<file path="src/rtl/pwm_bank.sv">
// pwm_bank: NCH phase-aligned PWM channels that share one prescaled WIDTH-bit period counter.
// Each channel has a shadow duty register. Shadow values are copied into the active duty
// registers only at a period wrap, so a duty change never produces a partial period.
// Latency: pwm_out changes one clk after the cnt change that causes it. There is no backpressure.
// Ports: i_clk, i_reset (async, active-high), i_ena, i_prescale, i_duty_in (channel k at
//        [k*WIDTH +: WIDTH]), i_duty_load, i_polarity (1 = active-low), o_pwm_out,
//        o_period_tick, o_update_done.
// Optional feature PWM_FADE_EN: when this macro is defined, active duty steps one LSB per
//        period toward its target instead of jumping to the new value.
module pwm_bank #(
    parameter int NCH        = 3,
    parameter int WIDTH      = 8,
    parameter int PRESCALE_W = 4
) (
    input  logic                  i_clk,
    input  logic                  i_reset,
    input  logic                  i_ena,
    input  logic [PRESCALE_W-1:0] i_prescale,
    input  logic [NCH*WIDTH-1:0]  i_duty_in,
    input  logic                  i_duty_load,
    input  logic [NCH-1:0]        i_polarity,
    output logic [NCH-1:0]        o_pwm_out,
    output logic                  o_period_tick,
    output logic                  o_update_done
);

    logic [PRESCALE_W-1:0]       r_pcnt;
    logic [WIDTH-1:0]            r_cnt;
    logic [NCH-1:0][WIDTH-1:0]   r_shadow;
    logic [NCH-1:0][WIDTH-1:0]   r_active;
    logic                        r_pending;

    logic                        w_tick;
    logic                        w_boundary;
    logic                        w_xfer;
    logic [NCH-1:0]              w_raw;

    assign w_tick     = i_ena && (r_pcnt == i_prescale);
    assign w_boundary = w_tick && (r_cnt == {WIDTH{1'b1}});
    // The transfer reads r_shadow before this cycle's load lands. A load that arrives in
    // the same cycle as the boundary therefore remains pending for the next period.
    assign w_xfer     = w_boundary && r_pending;

    // Prescaler and period counter. The ">=" wraps pcnt immediately when prescale is
    // lowered below the current count.
    always_ff @(posedge i_clk or posedge i_reset) begin
        if (i_reset) begin
            r_pcnt <= '0;
            r_cnt  <= '0;
        end else if (!i_ena) begin
            r_pcnt <= '0;
            r_cnt  <= '0;
        end else begin
            if (r_pcnt >= i_prescale) begin
                r_pcnt <= '0;
            end else begin
                r_pcnt <= r_pcnt + PRESCALE_W'(1);
            end
            if (w_tick) begin
                r_cnt <= r_cnt + WIDTH'(1);
            end
        end
    end

    // Shadow capture happens regardless of ena. A load wins over the clear that follows a transfer.
    always_ff @(posedge i_clk or posedge i_reset) begin
        if (i_reset) begin
            r_shadow  <= '0;
            r_pending <= 1'b0;
        end else begin
            if (i_duty_load) begin
                r_shadow  <= i_duty_in;
                r_pending <= 1'b1;
            end else if (w_xfer) begin
                r_pending <= 1'b0;
            end
        end
    end

`ifdef PWM_FADE_EN
    logic [NCH-1:0][WIDTH-1:0]   r_target;
    logic [NCH-1:0][WIDTH-1:0]   w_tgt;
    logic [NCH-1:0][WIDTH-1:0]   w_step;
    logic                        w_moving;
    logic                        w_all_reach;

    // The step at a transfer boundary already heads toward the freshly transferred target.
    always_comb begin
        w_tgt       = r_target;
        w_step      = r_active;
        w_moving    = 1'b0;
        w_all_reach = 1'b1;
        for (int k = 0; k < NCH; k++) begin
            if (w_xfer) begin
                w_tgt[k] = r_shadow[k];
            end
            if (r_active[k] < w_tgt[k]) begin
                w_step[k] = r_active[k] + WIDTH'(1);
            end else if (r_active[k] > w_tgt[k]) begin
                w_step[k] = r_active[k] - WIDTH'(1);
            end
            if (r_active[k] != w_tgt[k]) begin
                w_moving = 1'b1;
            end
            if (w_step[k] != w_tgt[k]) begin
                w_all_reach = 1'b0;
            end
        end
    end

    always_ff @(posedge i_clk or posedge i_reset) begin
        if (i_reset) begin
            r_active      <= '0;
            r_target      <= '0;
            o_update_done <= 1'b0;
        end else begin
            if (w_boundary) begin
                r_active <= w_step;
            end
            if (w_xfer) begin
                r_target <= r_shadow;
            end
            // Pulse once, on the boundary at which the last channel arrives.
            o_update_done <= w_boundary && (r_pending || w_moving) && w_all_reach;
        end
    end
`else
    always_ff @(posedge i_clk or posedge i_reset) begin
        if (i_reset) begin
            r_active      <= '0;
            o_update_done <= 1'b0;
        end else begin
            if (w_xfer) begin
                r_active <= r_shadow;
            end
            o_update_done <= w_xfer;
        end
    end
`endif

    // An all-ones duty means 100 %. Every other value d is high for d of 2^WIDTH counts.
    always_comb begin
        w_raw = '0;
        for (int k = 0; k < NCH; k++) begin
            if (r_active[k] == {WIDTH{1'b1}}) begin
                w_raw[k] = 1'b1;
            end else begin
                w_raw[k] = (r_cnt < r_active[k]);
            end
        end
    end

    always_ff @(posedge i_clk or posedge i_reset) begin
        if (i_reset) begin
            o_pwm_out     <= '0;
            o_period_tick <= 1'b0;
        end else begin
            o_pwm_out     <= i_ena ? (w_raw ^ i_polarity) : i_polarity;
            o_period_tick <= w_boundary;
        end
    end

endmodule

</file>
<file path="config.mk">
export PLATFORM = sky130hd
export DESIGN_NAME = pwm_bank
export DESIGN_NICKNAME = d
export VERILOG_FILES = /design/src/rtl/pwm_bank.sv
export SDC_FILE = /design/constraint.sdc
export NUM_CORES = 1
export LEC_CHECK = 0
export CORE_MARGIN = 5
export CORE_UTILIZATION = 45
export CTS_CLUSTER_DIAMETER = 200
export DETAILED_ROUTE_END_ITERATION = 8
export PLACE_DENSITY = 0.77
export SLEW_MARGIN = 10
export SYNTH_ARGS = -nofsm -noshare
export SYNTH_HDL_FRONTEND = slang
export SYNTH_SLANG_ARGS = --single-unit
</file>
<file path="constraint.sdc">
create_clock -name i_clk -period 4.6 [get_ports i_clk]
set_input_delay 0.92 -clock i_clk [delete_from_list [all_inputs] [get_ports i_clk]]
set_output_delay 0.92 -clock i_clk [all_outputs]
set_load 0.02 [all_outputs]
</file>
; ---- After elaboration in Yosys (flattened, before gate mapping)
; Index checks and enable logic that the tools add are counted.
[totals]
reg_bits = 66
word_cells = 39
out_inout_bits = 5
input_bits = 35
[classes]
muxes = 10
n_reduce_logical = 4
eq_ne = 6
order_cmp = 4
n_bitwise = 1
n_addsub = 2
[op_table]
columns = cell, n
row1 = $eq 8x8->1 const B, 4
row2 = $lt 8x8->1, 3
row3 = $mux 8, 2
row4 = $add 8x1->8 const B, 1
row5 = $mux 4, 2
row6 = $mux 1, 5
row7 = $add 4x1->4 const B, 1
row8 = $eq 4x4->1, 1
row9 = $ge 4x4->1, 1
row10 = $logic_and 1x1->1, 3
row11 = $mux 3, 1
row12 = $xor 3x3->3, 1
row13 = $ne 2x1->1 const B, 1
row14 = $reduce_bool 2->1, 1

; ---- Logic depth before layout (Yosys ltp)
; Gate-level depths: netlist (run 1).
[logic_depth]
word_depth = 6
mapped_depth = 10
mapped_depth_nobuf = 7

; ---- Worst setup path after synthesis (run 1)
; No wires, ideal clock.
[synth_timing]
path_type = input port to flip-flop
start = input i_prescale[1]
end = register r_active[0] in the netlist's numbering
path_buffers = 2
required_time_ns = 4.475
path_stages = 8
setup_time_ns = 0.125
slack_ns = 2.108
arrival_time_ns = 2.367
cell_sequence = inv_1 -> ha_1 -> and4_1 -> buf_4 -> and4_4 -> and3_4 -> buf_12 -> mux2_4
[synth_between]
elab_chain_len = 4
[synth_lines]
columns = element, line_no
row1 = from (decl), 18  ; input logic [PRESCALE_W-1:0] i_prescale,
row2 = $eq 4x4->1, 38  ; assign w_tick = i_ena && (r_pcnt == i_prescale);
row3 = $logic_and 1x1->1, 38
row4 = $logic_and 1x1->1, 39  ; assign w_boundary = w_tick && (r_cnt == {WIDTH{1'b1}});
row5 = $logic_and 1x1->1, 42  ; assign w_xfer = w_boundary && r_pending;
row6 = to (signal assigned), 134  ; r_active <= r_shadow;
row7 = to (decl), 30  ; logic [NCH-1:0][WIDTH-1:0] r_active;
; No other way between the ends.
; A chain may end at the register's enable or synchronous reset.

; ---- Worst setup path in the final report (run 1)
[layout_timing]
start = input i_prescale[1]
end = register r_active[10] in the netlist's numbering
; Same word-level chain as after synthesis.

==> results of run 1 <==
[flip-flops by register name (all words and copies together) (netlist names)]
| register | flops |
|---|---|
| r_active | 24 |
| r_pcnt | 4 |
| r_pending | 1 |
| r_shadow | 24 |
| o_pwm_out | 3 |
| o_period_tick | 1 |
| o_update_done | 1 |
| r_cnt | 8 |
[cell type report]
type / count / share of cell area [%]
Inverter: 29 / 2.73
Timing Repair Buffer: 42 / 10.4
Tap cell: 99 / 3.11
Clock buffer: 11 / 3.29
Sequential cell: 66 / 41.4
Clock inverter: 4 / 0.502
Multi-Input combinational cell: 182 / 38.6
[worst max-delay path, stage by stage]
cell             delay [ps]
clkdlybuf4s50_1         450
inv_1                    40
ha_1                    290
and4_1                  360
and4_4                  300
and3_4                  560
buf_4                   330
nand2_1                  80
o21ai_1                  80
[metal layers]
| layer | vias to the layer above | global-route usage (%) | part of all wire (%) |
|---|---|---|---|
| met5 | - | 0 | 0 |
| met1 | 1102 | 19.3 | 45 |
| met4 | 0 | 5.94 | 1.7 |
| li1 | 1068 | - | - |
| met2 | 53 | 24.0 | 48 |
| met3 | 13 | 4.10 | 4.9 |
[kinds of logic after synthesis]
group,share of synthesized area [%]
xor+xnor,3.09
mux,9.26
buf+inv,6.28
flops,48.5
compound gates,10.2
simple gates,12.7
fa+ha+maj,9.92
[per-stage QoR]
stage	util (%)	area (um2)	setup WS, ps	cells
CTS	54.7	3990	1470	433
floorplan	-	3400	2030	287
finish	54.7	3990	1440	433
global route	54.7	3990	1310	433
detailed placement	52.6	3840	1140	418
global placement	52.6	3840	1220	418
[worst max path at each step]
stage / from / to / depth (start not counted)
global placement: i_prescale[1] / r_active[10]$_DFFE_PP0P_ / 9
finish: i_prescale[1] / r_active[10]$_DFFE_PP0P_ / 9
detailed placement: i_prescale[1] / r_active[10]$_DFFE_PP0P_ / 9
CTS: i_prescale[1] / r_active[10]$_DFFE_PP0P_ / 9
global route: i_prescale[1] / r_active[10]$_DFFE_PP0P_ / 9
floorplan: i_reset / o_period_tick$_DFF_PP0_ / 1
[placed cells by master (no fill, tap or decap), types with 3 or more instances in the layout]
master            n
nor2_1           14
dfrtp_1          66
mux2_2           24
buf_4             3
a211oi_1          3
o21ai_1           3
nand3_1           4
inv_1            28
nand2_2          19
clkdlybuf4s50_1  39
o21ai_0           3
nand4_1          10
o41ai_2           3
nand2b_1          3
nand2_1           8
a2111oi_2         3
ha_1             27
a21oi_1           4
clkbuf_8          9
o21ai_2          19
mux2_4            3
or4_1             3
clkinv_2          4
nor3_1            3
xor2_1           10
or2_1             3
[where the power goes]
group | internal [W] | switching, W | leakage, nW | total, W
logic | 0.0000661 | 0.0000476 | 1.06 | 0.000114
registers | 0.000609 | 0.0000214 | 0.743 | 0.000630
clock network | 0.000189 | 0.000207 | 0.0827 | 0.000396
==> reports/results.ini, run 1 <==
[drt]
routed_wl_um=6520
routed-via-count=2236
drc=0
drt_iter0_drc=125
first_pass_iters=4
antenna_left=0
wl_per_cell_um=15.1
vias_per_cell=5.16

[finish]
n_fill_cell=674
multi_input_area_mm2=0.00154
syn2layout_area_growth_pct=17.1
antenna_cells=0
nets=392
drive_gt1_share_pct=26.9
seqCellArea_mm2=0.00165

[synthesis]
synthArstFlopShare_pct=100
yosysTopAreaCellShare_pct=48.5
syn-num-nets=349
avgSynthCellArea_um2=11.9
synth-edff-count=0
synth.most_common_cell=dfrtp_1
synth_top_area_cell=dfrtp_1
synth-seq-cells=66
ys_seq_area_share_pct=48.5
syn_area_mm2=0.00340
ys_types=37
yosys-top-cells-count=dfrtp_1 (66), inv_1 (29), ha_1 (27)
synth_ff_type=dfrtp_1
synth.area.top_cells=dfrtp_1 (49%), ha_1 (9.9%), mux2_2 (7.9%), o21ai_2 (4.9%), nand2_2 (3.5%)
ys_warn_count=0
synthCells=287

[worst_setup_path]
crit_fanout=33
r2r_slack_ps=2060
cp-start-kind=primary input
cp-end-kind=register
crit_required_ps=4860
worst-setup-path-type=in2reg
r2r-start=r_pcnt[0]$_DFF_PP0_
timing.rr.end=r_active[10]$_DFFE_PP0P_
reg2reg_depth=8
cp.arrival_ps=3420

[global_route]
grt_pass1_wl_um=11400
grt_overflow_total=0
grt_pass1_vias=2393
grt_max_degree=43
grtUsageTotal_pct=15.0
antenna_found_initial=0

[placement]
place_hpwl_um=4760
numPortBuffers=39
gp_congestion=0.837

[clock_network]
post_cts_resized=0
cts_hold_buf=0
insertion_delay_ps=340
clk_pin_slew_ps=70
cts_root_buf=clkbuf_8
post_cts_buffers=0
cts_max_level=3
clock_sinks=66
cts_tree=built
clk_path_buf_depth=2
numCtsBuffers=9

[sta]
hold_slack_ps=484
skew_ps=5.59
slew_violations=0
rsz0062_at_grt=false
relSlewSlack_pct=25.7
timing.fmax_mhz=317
min_period_over_period_pct=68.6
period_minus_slack_ps=3160
final-hold-violation-count=0
fin_setup_tns_ps=0
setup_viol=0
tightestPinTransition_ps=1110

[worst_hold_path]
worst_hold_path.endpoint=r_active[3]$_DFFE_PP0P_
hold_class=reg2reg
worstHoldStart=r_shadow[3]$_DFFE_PP0P_
hold_depth=2

[die]
fp.coreArea_mm2=0.00729
die-height_um=97.0
ioPinCount=40
die_area_mm2=0.00941
fp.dieW_um=97.0
start_util_pct=46.7
placementRows=31

[power]
p_leak_nw=1.89
powerDensity_mw_per_mm2=286
finalPower_w=0.00114
vdd_drop_max_uv=162

[run_status]
status=finished clean

[run]
drv_cap=0

Power figures use the tool's default switching activity.
==> run 2, diff against run 1 <==
==> constraint.sdc (replaced) <==
create_clock -name i_clk -period 3 [get_ports i_clk]
set_input_delay 0.6 -clock i_clk [delete_from_list [all_inputs] [get_ports i_clk]]
set_output_delay 0.6 -clock i_clk [all_outputs]
set_load 0.02 [all_outputs]
==> run 2 against run 1 <==
  * Worst hold slack gained 0.55 ps
  * Critical path type unchanged
  * Power grew 82%
  * First-iteration DRC count shrank 2.4%
  * Flip-flop and latch count is the same
  * Non-clock buffer count grew 4
  * Utilization grew 2.1 points
  * Sequential power grew 53%
  * Clock skew is essentially flat
==> reports/results.ini, run 2 (same netlist as run 1, synthesis figures left out) <==
[power]
switching_power_w=0.000438
p_comb_share_pct=8.6
powerDensity_mw_per_mm2=500
vdd_drop_max_uv=284
intPower_w=0.00163
swShare_pct=21.2
clkPwrFrac_pct=44.8
p_leak_nw=1.96
seqPwrFrac_pct=46.6

[finish]
reg_top3=r_active (24), r_shadow (24), r_cnt (8)
final_cell_mix=dfrtp_1 (66), clkdlybuf4s50_1 (39), inv_1 (28)
antenna_cells=0
nets=396
final_common_cell=dfrtp_1
drive_gt1_share_pct=28.6
syn2layout_area_growth_pct=21.7

[worst_setup_path]
cp.arrival_ps=2600
max_stage_delay_ps=450
critPathSlowestCell=clkdlybuf4s50_1
crit_required_ps=3270
cp-end-kind=register
cp-start-kind=primary input
worst-setup-path-type=in2reg
crit_fanout=12
crit_chain=clkdlybuf4s50_1, inv_1, ha_1, and4_1, and4_4, and3_4, buf_4, nand2_2, o21ai_2

[placement]
numPortBuffers=39
gp_congestion=0.889
place_hpwl_um=4670

[sta]
rsz0062_at_grt=false
timing.fmax_mhz=429
skew_ps=5.77
period_minus_slack_ps=2330
slew_violations=0
setup_viol=0
fin_setup_tns_ps=0
tightestPinTransition_ps=335
relSlewSlack_pct=77.4
min_period_over_period_pct=77.6
hold_slack_ps=484
final-hold-violation-count=0

[global_route]
grt_max_degree=67
antenna_found_initial=0
grtUsageTotal_pct=14.8
grt_pass1_vias=2359
grt_pass1_wl_um=11300
grt_overflow_total=0

[die]
ioPinCount=40
die_area_mm2=0.00941
start_util_pct=46.7
fp.dieW_um=97.0
die-height_um=97.0
placementRows=31
fp.coreArea_mm2=0.00729

[drt]
vias_per_cell=5.03
drc=0
drt_iter0_drc=122
antenna_left=0
wl_per_cell_um=14.5
routed_wl_um=6350
routed-via-count=2202
first_pass_iters=4

[clock_network]
clk_pin_slew_ps=70
cts_root_buf=clkbuf_8
cts_hold_buf=0
numCtsBuffers=9
clk_path_buf_depth=2
post_cts_buffers=0
clock_sinks=66
insertion_delay_ps=340
cts_max_level=3
cts_tree=built
post_cts_resized=0

[worst_hold_path]
hold_class=reg2reg

[run]
drv_cap=0

[run_status]
status=finished clean

run 2: changes by cell type in the layout (fill, tap and decap cells not counted):
cell,change
clkbuf_8,+2
clkbuf_1,-2
buf_12,+2
bufinv_16,+3
buf_4,+2
clkinv_2,-2
run 2: worst paths after layout:
path                                          from                      end  slack (ps)  depth (start not counted)
setup reg to reg               r_pcnt[0]$_DFF_PP0_  r_active[1]$_DFFE_PP0P_         950                          8
setup / recovery                     i_prescale[3]  r_active[1]$_DFFE_PP0P_         670                          9
min in group asynchronous                  i_reset  r_shadow[6]$_DFFE_PP0P_         640                          3
hold / removal             r_shadow[9]$_DFFE_PP0P_  r_active[9]$_DFFE_PP0P_         480                          2
hold reg to reg            r_shadow[9]$_DFFE_PP0P_  r_active[9]$_DFFE_PP0P_         480                          2
max in group asynchronous                  i_reset  o_update_done$_DFF_PP0_        2080                          3
run 2: power by group through the flow:
stage | Combinational, W | Sequential [W] | Clock [W]
floorplan | 0.0000957 | 0.000979 | 0
global placement | 0.000173 | 0.000982 | 0
global route | 0.000198 | 0.000971 | 0.000978
CTS | 0.000181 | 0.000966 | 0.000945
detailed placement | 0.000180 | 0.000983 | 0
finish | 0.000177 | 0.000966 | 0.000928
run 2: layout make-up:
cell class | count | area (um2)
clock buffers | 11 | 151
clock inverters | 5 | 100
fillers | 649 | 3150
inverters | 29 | 109
multi-input cells | 182 | 1540
flip-flops and latches | 66 | 1650
well taps | 99 | 124
repair buffers | 46 | 468
run 2: worst max-delay path: cells and delay by family:
kind                     cells  cell delay [ps]
AO/OA/AOI/OAI                1               50
adder cells (fa/ha/maj)      1              310
buffers and inverters        3              750
AND/OR/NAND/NOR              4              880
run 2: metrics by stage:
stage | std cells | cell area (um2) | util, % | power, W | setup slack [ps]
2_1_floorplan | 287 | 3400 | - | 0.00107 | 745
5_1_grt | 438 | 4140 | 56.8 | 0.00215 | 538
3_3_place_gp | 422 | 3890 | 53.4 | 0.00116 | 356
6_report | 438 | 4140 | 56.8 | 0.00207 | 671
4_1_cts | 438 | 4140 | 56.8 | 0.00209 | 676
3_5_place_dp | 422 | 3890 | 53.4 | 0.00116 | 303
run 2: metal layers:
layer  share of wire [%]  track usage, %
met1                  48            19.9
met5                   0               0
met3                 4.0            3.53
met4                 2.0            6.80
met2                  46            22.6
==> run 3, diff against run 2 <==
==> constraint.sdc (replaced) <==
create_clock -name i_clk -period 2.2 [get_ports i_clk]
set_input_delay 0.44 -clock i_clk [delete_from_list [all_inputs] [get_ports i_clk]]
set_output_delay 0.44 -clock i_clk [all_outputs]
set_load 0.02 [all_outputs]
==> run 3 against run 2 <==
  * Worst hold slack worse by 28 ps
  * Power is 17% higher
  * Setup slack lost 590 ps
  * Sequential power up 37%
  * Clock skew about the same
  * Global-route usage shrank 0.10 points
  * Clock power down 7.5%
  * Die area did not move
  * Register-to-register slack worse by 720 ps
  * Highest routed layer unchanged
==> reports/results.ini, run 3 (same netlist as run 1, synthesis figures left out) <==
[sta]
rsz0062_at_grt=false
period_minus_slack_ps=2120
min_period_over_period_pct=96.4
fin_ws_ps=80.3
final-hold-violation-count=0
tightestPinTransition_ps=375
slew_violations=0
setup_viol=0
skew_ps=5.44
hold_slack_ps=456
timing.fmax_mhz=472
relSlewSlack_pct=75.0

[die]
die_area_mm2=0.00941
start_util_pct=46.7
placementRows=31
fp.dieW_um=97.0
fp.coreArea_mm2=0.00729
die-height_um=97.0
ioPinCount=40

[power]
p_leak_nw=1.94
powerDensity_mw_per_mm2=590
vdd_drop_max_uv=377

[global_route]
grtUsageTotal_pct=14.7
antenna_found_initial=0
grt_max_degree=67
grt_pass1_vias=2357
grt_overflow_total=0
grt_pass1_wl_um=11200

[clock_network]
clk_path_buf_depth=2
cts_tree=built
cts_root_buf=clkbuf_8
cts_max_level=3
clk_pin_slew_ps=60
clock_sinks=66
insertion_delay_ps=340
numCtsBuffers=9

[worst_setup_path]
r2r-start=r_pcnt[0]$_DFF_PP0_
crit_chain=clkdlybuf4s50_1, inv_1, ha_1, and4_4, and4_4, and3_4, mux2_4
cp_num_buf_inv=2
critPathSlowestCell=clkdlybuf4s50_1
crit_fanout=7
timing.rr.end=r_active[0]$_DFFE_PP0P_
path_delay_family=simple AND/OR/NAND/NOR gates
max_stage_delay_ps=450
cp-start-kind=primary input
worst-setup-path-type=in2reg
cp-end-kind=register
reg2reg_depth=6
r2r_slack_ps=230
cp.arrival_ps=2340
cp_common_cell=and4_4
path_depth=7
crit_required_ps=2420

[drt]
routed-via-count=2266
vias_per_cell=5.15
drc=0
first_pass_iters=4
drt_iter0_drc=122
antenna_left=0
wl_per_cell_um=14.6
routed_wl_um=6430

[placement]
gp_congestion=0.790
dpl.cell_count=426
numPortBuffers=39
place_hpwl_um=4810
place_ws_ps=-359

[finish]
final_cell_mix=dfrtp_1 (66), clkdlybuf4s50_1 (39), inv_1 (28)
syn2layout_area_growth_pct=20.8
antenna_cells=0
nets=400
fin_util_pct=56.4
final_cells=440
final_common_cell=dfrtp_1
reg_top3=r_active (24), r_shadow (24), r_cnt (8)
drive_gt1_share_pct=29.0

[run_status]
status=finished clean

[run]
drv_cap=0

[worst_hold_path]
hold_class=in2async

run 3: cell types whose count changed in the layout (fill, tap and decap cells not counted), sizes merged:
cell / previous run / this run
buf: 7 / 11
clkinvlp: 0 / 1
bufinv: 3 / 0
run 3: timing repair:
action | 4_1_cts | 5_1_grt
endpoints found under the hold margin | 0 | 0
hold buffers | 0 | 0
setup buffers | 0 | 0
gates resized for setup | 0 | 3
endpoints found under the setup margin | 0 | 25
run 3: layer usage:
layer / vias to the layer above / routed length [um] / global-route usage, %
met5: - / 0 / 0
met4: 0 / 102 / 6.16
li1: 1091 / - / -
met1: 1112 / 2930 / 20.0
met3: 9 / 311 / 2.88
met2: 54 / 3080 / 22.9
run 3: power breakdown:
group	internal, W	switching (W)	total, W
clock network	0.000423	0.000435	0.000858
logic	0.000149	0.000101	0.000250
registers	0.00127	0.0000445	0.00132
run 3: layout make-up:
cell class | instances | area [um2]
fillers | 660 | 3180
repair buffers | 50 | 527
clock buffers | 11 | 141
clock inverters | 3 | 17.5
well taps | 99 | 124
flip-flops and latches | 66 | 1650
multi-input cells | 182 | 1540
inverters | 29 | 109
run 3: stage by stage:
stage	total power (W)	setup TNS [ps]	instance area, um2
detailed placement	0.00159	-8020	3950
global placement	0.00158	-5960	3950
CTS	0.00247	0	4110
global route	0.00254	0	4110
finish	0.00243	0	4110
floorplan	0.00147	0	3400
run 3: worst max-delay path by stage:
| stage | startpoint | endpoint | slack, ps |
|---|---|---|---|
| 2_1_floorplan | i_reset | o_period_tick$_DFF_PP0_ | 110 |
| 3_3_place_gp | i_prescale[1] | r_active[8]$_DFFE_PP0P_ | -290 |
| 3_5_place_dp | i_prescale[1] | r_active[8]$_DFFE_PP0P_ | -360 |
| 4_1_cts | i_prescale[1] | r_active[0]$_DFFE_PP0P_ | 10 |
| 5_1_grt | i_prescale[1] | r_active[0]$_DFFE_PP0P_ | 20 |
| 6_report | i_prescale[1] | r_active[0]$_DFFE_PP0P_ | 80 |
run 3: worst register-to-register path, stage by stage (launching register included):
cell and delay [ps]:
dfrtp_1 400, inv_1 60, ha_1 300, and4_4 280, and4_4 230, and3_4 290
mux2_4 310
